**src/rtl/mem_port_arbiter_pkg.sv**
```systemverilog
// Shared types for the fetch/data memory port arbiter: FSM state, port owner and
// the latched bus request fields.
package mem_port_arbiter_pkg;

  typedef logic [31:0] uint32;

  typedef enum logic [1:0] {ARB_IDLE, ARB_ISSUE, ARB_WAIT} arb_state_t;

  typedef enum logic {OWN_IF, OWN_D} owner_t;

  typedef struct packed {
    logic       we;
    logic [3:0] be;
    uint32      addr;
    uint32      wdata;
  } req_t;

  localparam logic [3:0] BE_WORD = 4'hF;

endpackage

```
**src/rtl/mem_port_arbiter_priority.sv**
```systemverilog
// Data-over-fetch priority pick with a saturating starvation counter; grants are
// combinational from the requests, so a losing requester just keeps asserting.
module mem_port_arbiter_priority #(
  parameter int MAX_WAIT = 4
) (
  input  logic clk,
  input  logic rst,
  input  logic pick,
  input  logic if_req,
  input  logic d_req,
  output logic grant_if,
  output logic grant_d
);

  localparam int SW = $clog2(MAX_WAIT + 1);

  logic [SW-1:0] starve_cnt;
  logic          starved;

  assign starved  = (starve_cnt == SW'(MAX_WAIT));
  assign grant_if = pick & if_req & (~d_req | starved);
  assign grant_d  = pick & d_req & ~grant_if;

  // Counts only arbitrations that fetch actually lost; saturates so a forced win is sticky.
  always_ff @(posedge clk) begin
    if (rst) begin
      starve_cnt <= '0;
    end else if (grant_if) begin
      starve_cnt <= '0;
    end else if (grant_d && if_req && !starved) begin
      starve_cnt <= starve_cnt + SW'(1);
    end
  end

endmodule

```
**src/rtl/mem_port_arbiter.sv**
```systemverilog
// Shares one memory bus between fetch and data ports, one transaction outstanding;
// min 3 cycles per transaction, ISSUE holds indefinitely on mem_gnt_i low, WAIT times out.
module mem_port_arbiter
  import mem_port_arbiter_pkg::*;
#(
  parameter int TIMEOUT  = 16,
  parameter int MAX_WAIT = 4
) (
  input  logic        clk,
  input  logic        rst,
  input  logic        if_req_i,
  input  logic [31:0] if_addr_i,
  output logic        if_gnt_o,
  output logic        if_rvalid_o,
  output logic [31:0] if_rdata_o,
  output logic        if_err_o,
  input  logic        d_req_i,
  input  logic        d_we_i,
  input  logic [3:0]  d_be_i,
  input  logic [31:0] d_addr_i,
  input  logic [31:0] d_wdata_i,
  output logic        d_gnt_o,
  output logic        d_rvalid_o,
  output logic [31:0] d_rdata_o,
  output logic        d_err_o,
  output logic        mem_req_o,
  output logic        mem_we_o,
  output logic [3:0]  mem_be_o,
  output logic [31:0] mem_addr_o,
  output logic [31:0] mem_wdata_o,
  input  logic        mem_gnt_i,
  input  logic        mem_rvalid_i,
  input  logic [31:0] mem_rdata_i,
  input  logic        mem_err_i,
  output logic        busy_o
);

  localparam int TW = $clog2(TIMEOUT);

  arb_state_t    state;
  owner_t        owner;
  req_t          req_q;
  logic          mem_req_q;
  logic [TW-1:0] to_cnt;

  logic  pick, grant_if, grant_d;
  logic  mem_resp, timed_out, resp_vld, resp_err;
  uint32 resp_dat;

  assign pick = (state == ARB_IDLE) && !rst;

  mem_port_arbiter_priority #(.MAX_WAIT(MAX_WAIT)) u_priority (
    .clk      (clk),
    .rst      (rst),
    .pick     (pick),
    .if_req   (if_req_i),
    .d_req    (d_req_i),
    .grant_if (grant_if),
    .grant_d  (grant_d)
  );

  assign if_gnt_o = grant_if;
  assign d_gnt_o  = grant_d;

  // Responses are only honoured in WAIT; a reset cycle suppresses them so an abandoned
  // transaction never reports back.
  assign mem_resp  = (state == ARB_WAIT) && !rst && mem_rvalid_i;
  assign timed_out = (state == ARB_WAIT) && !rst && !mem_rvalid_i && (to_cnt == TW'(TIMEOUT - 1));
  assign resp_vld  = mem_resp | timed_out;
  assign resp_err  = mem_resp ? mem_err_i : timed_out;
  assign resp_dat  = mem_resp ? mem_rdata_i : '0;

  assign if_rvalid_o = resp_vld && (owner == OWN_IF);
  assign if_err_o    = resp_err && (owner == OWN_IF);
  assign if_rdata_o  = (owner == OWN_IF) ? resp_dat : '0;
  assign d_rvalid_o  = resp_vld && (owner == OWN_D);
  assign d_err_o     = resp_err && (owner == OWN_D);
  assign d_rdata_o   = (owner == OWN_D) ? resp_dat : '0;

  assign mem_req_o   = mem_req_q;
  assign mem_we_o    = req_q.we;
  assign mem_be_o    = req_q.be;
  assign mem_addr_o  = req_q.addr;
  assign mem_wdata_o = req_q.wdata;
  assign busy_o      = (state != ARB_IDLE);

  always_ff @(posedge clk) begin
    if (rst) begin
      state     <= ARB_IDLE;
      owner     <= OWN_IF;
      req_q     <= '0;
      mem_req_q <= 1'b0;
      to_cnt    <= '0;
    end else begin
      case (state)
        ARB_IDLE: begin
          if (grant_if) begin
            owner     <= OWN_IF;
            req_q     <= '{we: 1'b0, be: BE_WORD, addr: if_addr_i, wdata: '0};
            mem_req_q <= 1'b1;
            state     <= ARB_ISSUE;
          end else if (grant_d) begin
            owner     <= OWN_D;
            req_q     <= '{we: d_we_i, be: d_be_i, addr: d_addr_i, wdata: d_wdata_i};
            mem_req_q <= 1'b1;
            state     <= ARB_ISSUE;
          end
        end
        ARB_ISSUE: begin
          if (mem_gnt_i) begin
            mem_req_q <= 1'b0;
            to_cnt    <= '0;
            state     <= ARB_WAIT;
          end
        end
        ARB_WAIT: begin
          to_cnt <= to_cnt + TW'(1);
          if (resp_vld) begin
            state <= ARB_IDLE;
          end
        end
        default: state <= ARB_IDLE;
      endcase
    end
  end

endmodule
```
**config.mk**
```make
export PLATFORM = sky130hd
export DESIGN_NAME = mem_port_arbiter
export DESIGN_NICKNAME = d
export VERILOG_FILES = /design/src/rtl/mem_port_arbiter_pkg.sv /design/src/rtl/mem_port_arbiter_priority.sv /design/src/rtl/mem_port_arbiter.sv
export SDC_FILE = /design/constraint.sdc
export NUM_CORES = 1
export LEC_CHECK = 0
export CAP_MARGIN = 5
export CORE_AREA = 2 2 110 112
export DETAILED_ROUTE_END_ITERATION = 10
export DIE_AREA = 0 0 112 114
export PLACE_DENSITY_LB_ADDON = 0.05
export SETUP_SLACK_MARGIN = 0.15
export SLEW_MARGIN = 20
export SYNTH_ARGS = -nofsm -noshare
export SYNTH_HDL_FRONTEND = slang
export SYNTH_SLANG_ARGS = --single-unit
export TNS_END_PERCENT = 100
```
**constraint.sdc**
```tcl
create_clock -name clk -period 4.4 [get_ports clk]
set_clock_uncertainty 0.1 [all_clocks]
set_input_delay 0.88 -clock clk [delete_from_list [all_inputs] [get_ports clk]]
set_output_delay 0.88 -clock clk [all_outputs]
set_load 0.01 [all_outputs]
```
# Yosys cells after proc, flatten, opt, wreduce, memory -nomap -nowiden

Cells that the tools add are included.

Add/subtract/negate cells: 2
Equal/unequal tests: 7
Muxes and demuxes: 18
Bitwise gates (word level): 9
Reductions and logical operators: 24

Operators with widths:

| operator                                                        | number |
|---|---|
| 69-bit 2-to-1 mux                                               | 2 |
| 32-bit 2-to-1 mux                                               | 3 |
| 1-bit logical AND                                               | 11 |
| 2-bit 2-to-1 mux                                                | 4 |
| 4-bit case mux with 2 select lines                              | 1 |
| 2-bit nonzero test                                              | 4 |
| 2-bit case mux with 3 select lines                              | 1 |
| 3-bit AND reduction                                             | 2 |
| 1-bit 2-to-1 mux                                                | 5 |
| 4-bit by 1-bit adder with 4-bit output, second input constant   | 1 |
| 1-bit AND                                                       | 4 |
| 4-bit == test, second input constant                            | 1 |
| 4-bit 2-to-1 mux                                                | 1 |
| 2-bit != test, second input constant                            | 2 |
| 2-bit AND reduction                                             | 2 |
| 3-bit by 1-bit adder with 3-bit output, second input constant   | 1 |
| 3-bit == test, second input constant                            | 1 |
| 1-bit zero test                                                 | 3 |
| 3-bit by 1-bit != test with 1-bit output, second input constant | 1 |
| 1-bit NOT                                                       | 3 |
| 2-bit by 1-bit == test with 1-bit output, second input constant | 1 |
| 2-bit == test, second input constant                            | 1 |
| 2-bit zero test                                                 | 1 |
| 1-bit OR                                                        | 2 |
| other kinds (2)                                                 | 2 |

Bits in registers: 80
Input port bits: 140
Output and inout bits: 141
Logic and storage cells: 69

# Logic depth before layout (Yosys ltp)

Depth in word-level cells: 9
Depth in mapped cells: 9
Depth with buffers taken out: 7

# By module

Synthesis repeated with hierarchy kept, for this count alone.

Cell total of the unflattened synthesis: 469
Area total of the unflattened synthesis: 4071.4 um2

Modules (own cells, without submodules):

| module                    | times used | cells each | area an instance (um2) | seq. area each (um2) |
|---|---|---|---|---|
| mem_port_arbiter          | 1          | 445        | 3883.7                 | 1541.5 |
| mem_port_arbiter_priority | 1          | 24         | 187.7                  | 60.1 |

# Least setup slack after synthesis

OpenSTA, ideal clock, no wires.

Path type: in2out
Start: input rst
End: output d_err_o
Arrival: 1.892 ns
Required time: 3.420 ns
Setup slack: 1.528 ns
Stages: 3
Buffers on the path: 1
Path through: clkbuf_1 -> nor4b_1 -> nor2b_1

Cells in the longest elaborated chain, start to end: 6
Elaborated cells between the ends (all ways): 7
Those cells by class: 1 x mux; 6 x reduce/logical

Ends and longest elaborated chain:

| element                         | RTL line                                       | text |
|---|---|---|
| from (decl)                     | mem_port_arbiter.sv:10                         | `input logic rst,` |
| 1-bit zero test (*)             | mem_port_arbiter.sv:67, mem_port_arbiter.sv:68 |  |
| 1-bit logical AND (*)           | mem_port_arbiter.sv:67, mem_port_arbiter.sv:68 |  |
| 1-bit logical AND (2 in series) | mem_port_arbiter.sv:68                         | `assign timed_out = (state == ARB_WAIT) && !rst && !mem_rvalid_i && (to_cnt == TW'(TIMEOUT - 1));` |
| 1-bit 2-to-1 mux (*)            | mem_port_arbiter.sv:70                         | `assign resp_err = mem_resp ? mem_err_i : timed_out;` |
| 1-bit logical AND (*)           | mem_port_arbiter.sv:77                         | `assign d_err_o = resp_err && (owner == OWN_D);` |
| to (decl)                       | mem_port_arbiter.sv:25                         | `output logic d_err_o,` |

Mark *: on every way between the ends. The rest lies on a longest branch, timed or not.

# Worst setup path after layout

Start: input d_req_i
End: output d_gnt_o

Cells in the longest elaborated chain, start to end: 5
Elaborated cells between the ends (all ways): 6
Those cells by class: 6 x bitwise

Ends and longest elaborated chain:

| element       | RTL line                        | text |
|---|---|---|
| from (decl)   | mem_port_arbiter.sv:17          | `input logic d_req_i,` |
| 1-bit NOT     | mem_port_arbiter_priority.sv:21 | `assign grant_if = pick & if_req & (~d_req \| starved);` |
| 1-bit OR      | mem_port_arbiter_priority.sv:21 |  |
| 1-bit AND     | mem_port_arbiter_priority.sv:21 |  |
| 1-bit NOT     | mem_port_arbiter_priority.sv:22 | `assign grant_d = pick & d_req & ~grant_if;` |
| 1-bit AND (*) | mem_port_arbiter_priority.sv:22 |  |
| to (decl)     | mem_port_arbiter.sv:22          | `output logic d_gnt_o,` |

Marks and branches as above.

==> impl_metrics.yaml <==
clock_network:
  cts_tree: "yes"
  cts_setup_buffers: 0
  cts_hold_buf: 0
  cts_buffers: 9
  clk_latency_ns: 0.33
  clock-sinks: 80
  cts_resized: 0
  clockBufferDepth: 2
  h-tree-depth: 3
  clk_pin_slew_ns: 0.07
  root_buffer: "clkbuf_16"
power_and_ir_drop:
  p_per_area_nw_per_um2: 311
  irDropWorstVdd_mv: 0.195
  p_leak_nw: 2.55
  finalPower_mw: 2.18
placement:
  portBuffers: 280
  dp.cells: 850
  preCtsSetupSlack_ns: 0.606
  gp_congestion: 0.784
  dp_hpwl_mm: 9.76
  placed_area_um2: 6660
yosys:
  synth_top_cell_area_share_pct: 42.6
  ys.flop_type: "dfxtp_1"
  avgSynthCellArea_um2: 8.37
  synthTopCellsByArea: "dfxtp_1, and2_1, mux2i_1"
  seq_area_frac_synth_pct: 42.6
  ys_ff_latch: 80
  synth_edf_count: 0
  synthArstFlopShare_pct: 0
  synth.most_common_cell: "dfxtp_1"
  synth_area_um2: 3760
  synth_top_area_cell: "dfxtp_1"
  syn-num-nets: 592
  yosys_warnings: 0
  netlist_instances: 449
  ys_top_cells_by_count: "dfxtp_1, nand2_1, and2_1"
  ys_types: 42
setup_path:
  crit_path_start_kind: "primary input"
  cp.arrival_ns: 2.81
  crit_type: "primary input to output port"
  cp_max_fo: 15
  worstPathCellList: "clkdlybuf4s50_1 -> a21bo_2 -> nand3_2 -> inv_2 -> nor2_1 -> clkdlybuf4s50_1"
  cp_slowest_cell: "clkdlybuf4s50_1"
  end_kind: "output port"
  slowest_delay_ns: 0.60
  cpMostUsedCell: "clkdlybuf4s50_1"
  worstPathRequired_ns: 3.42
global_route:
  grt_pass1_vias: 3793
  grt_overflow_total: 0
  grtUsageMet3_pct: 7.70
  grt_max_degree: 71
  met2_usage_pct: 34.7
  top_usage_layer: "met2"
  use_met1_pct: 21.3
  track_usage_pct: 19.3
  antenna_found_initial: 0
  grt_pass1_wl_mm: 19.8
floorplan:
  coreArea_um2: 11700
  die_area_um2: 12800
  die_w_um: 112
  start_util_pct: 32.1
  die_h_um: 114
  rows: 40
  num_io_pins: 281
layout:
  fin_area_um2: 6990
  fill_cells: 1063
  areaGrowthSynthToFinish_pct: 86.1
  final_cells: 866
  fin_util_pct: 59.7
  antenna_cells: 0
  layout-drive-gt1-share_pct: 5.84
  nets: 857
sta:
  slew_viol_final: 0
  fmax_mhz: 264
  rsz0062_at_grt: "no"
  setup_viol: 0
  fin_crit_ns: 3.79
  timing.slew.headroom_pct: 48.1
  hold_slack_ns: 0.353
  min_period_over_period_pct: 86.2
  tightest_slew_ns: 0.778
  tns_ns: 0
  worst_slack_ns: 0.607
  finalHoldViolCount: 0
detailed_routing:
  first_iter_violations: 202
  wl_per_cell_um: 14.8
  drtAntennaViolNets: 0
  drt_pre_antenna_iters: 6
  drt-vias-per-instance: 4.68
  drcViolationCount: 0
  routed_wirelength_mm: 12.8
  dr_total_vias: 4053
min_path:
  holdCritPathClass: "flop to flop"
run:
  cap_violations: 0
outcome:
  outcome: "finished clean"
[kinds of logic after synthesis]
logic type | Yosys count | share of synthesized area, %
AND/OR/NAND/NOR | 211 | 27.9
flip-flops | 80 | 42.6
adder cells (fa/ha/maj) | 3 | 0.999
AO/OA/AOI/OAI | 83 | 14.7
buffers and inverters | 40 | 5.20
multiplexers | 32 | 8.53
[worst paths after layout]
check | slack [ns] | start | to | cells after the start
setup / recovery | 0.61 | d_req_i | d_gnt_o | 6
hold reg to reg | 0.35 | mem_wdata_o[20] | mem_wdata_o[20] | 2
hold / removal | 0.35 | mem_wdata_o[20] | mem_wdata_o[20] | 2
setup reg to reg | 1.85 | state[1] | mem_addr_o[0] | 6
[cell usage in the layout (no fill, tap or decap), types with 3 or more instances in the layout]
cell             instances
buf_4                    9
a211oi_2                 7
nand2_1                 66
clkdlybuf4s50_1        279
nor3_1                  10
mux2i_1                 32
a211oi_1                25
ha_1                     3
a21oi_1                 41
clkbuf_16                9
nand3_1                  3
nor2b_1                  4
inv_1                    4
nor2_1                  46
dfxtp_1                 80
and2_1                  64
[state kept, by name, summed over array words and instances (netlist names)]
name / cells
mem_addr_o: 32
mem_be_o: 4
mem_req_o: 1
mem_wdata_o: 32
mem_we_o: 1
owner: 1
state: 2
to_cnt: 4
u_priority.starve_cnt: 3
[power breakdown]
group	switching [mW]	total, mW	internal [mW]
logic	0.223	0.517	0.295
clock network	0.308	0.829	0.521
registers	0.0371	0.830	0.793
[critical path: cells and delay by family]
kind / cells / cell delay, ns
AOI/OAI and AO/OA: 1 / 0.28
buffers and inverters: 3 / 1.33
and+or+nand+nor: 2 / 0.31
[routing by layer]
metal  routed length (um)  part of all wire, %
met2                 6620                   52
met3                 1220                  9.5
met1                 4810                   38
met4                  146                  1.1
met5                    0                    0
[layout make-up]
cell class              count  area [um2]  share of cell area (%)
multi-input cells         329        1990                    28.4
flip-flops and latches     80        1600                    22.9
clock buffers              10         239                    3.42
well taps                 147         184                    2.63
clock inverters             6        97.6                    1.40
inverters                   5        18.8                   0.268
repair buffers            289        2870                    41.0
Note: power is estimated with default switching activity, not from simulation.
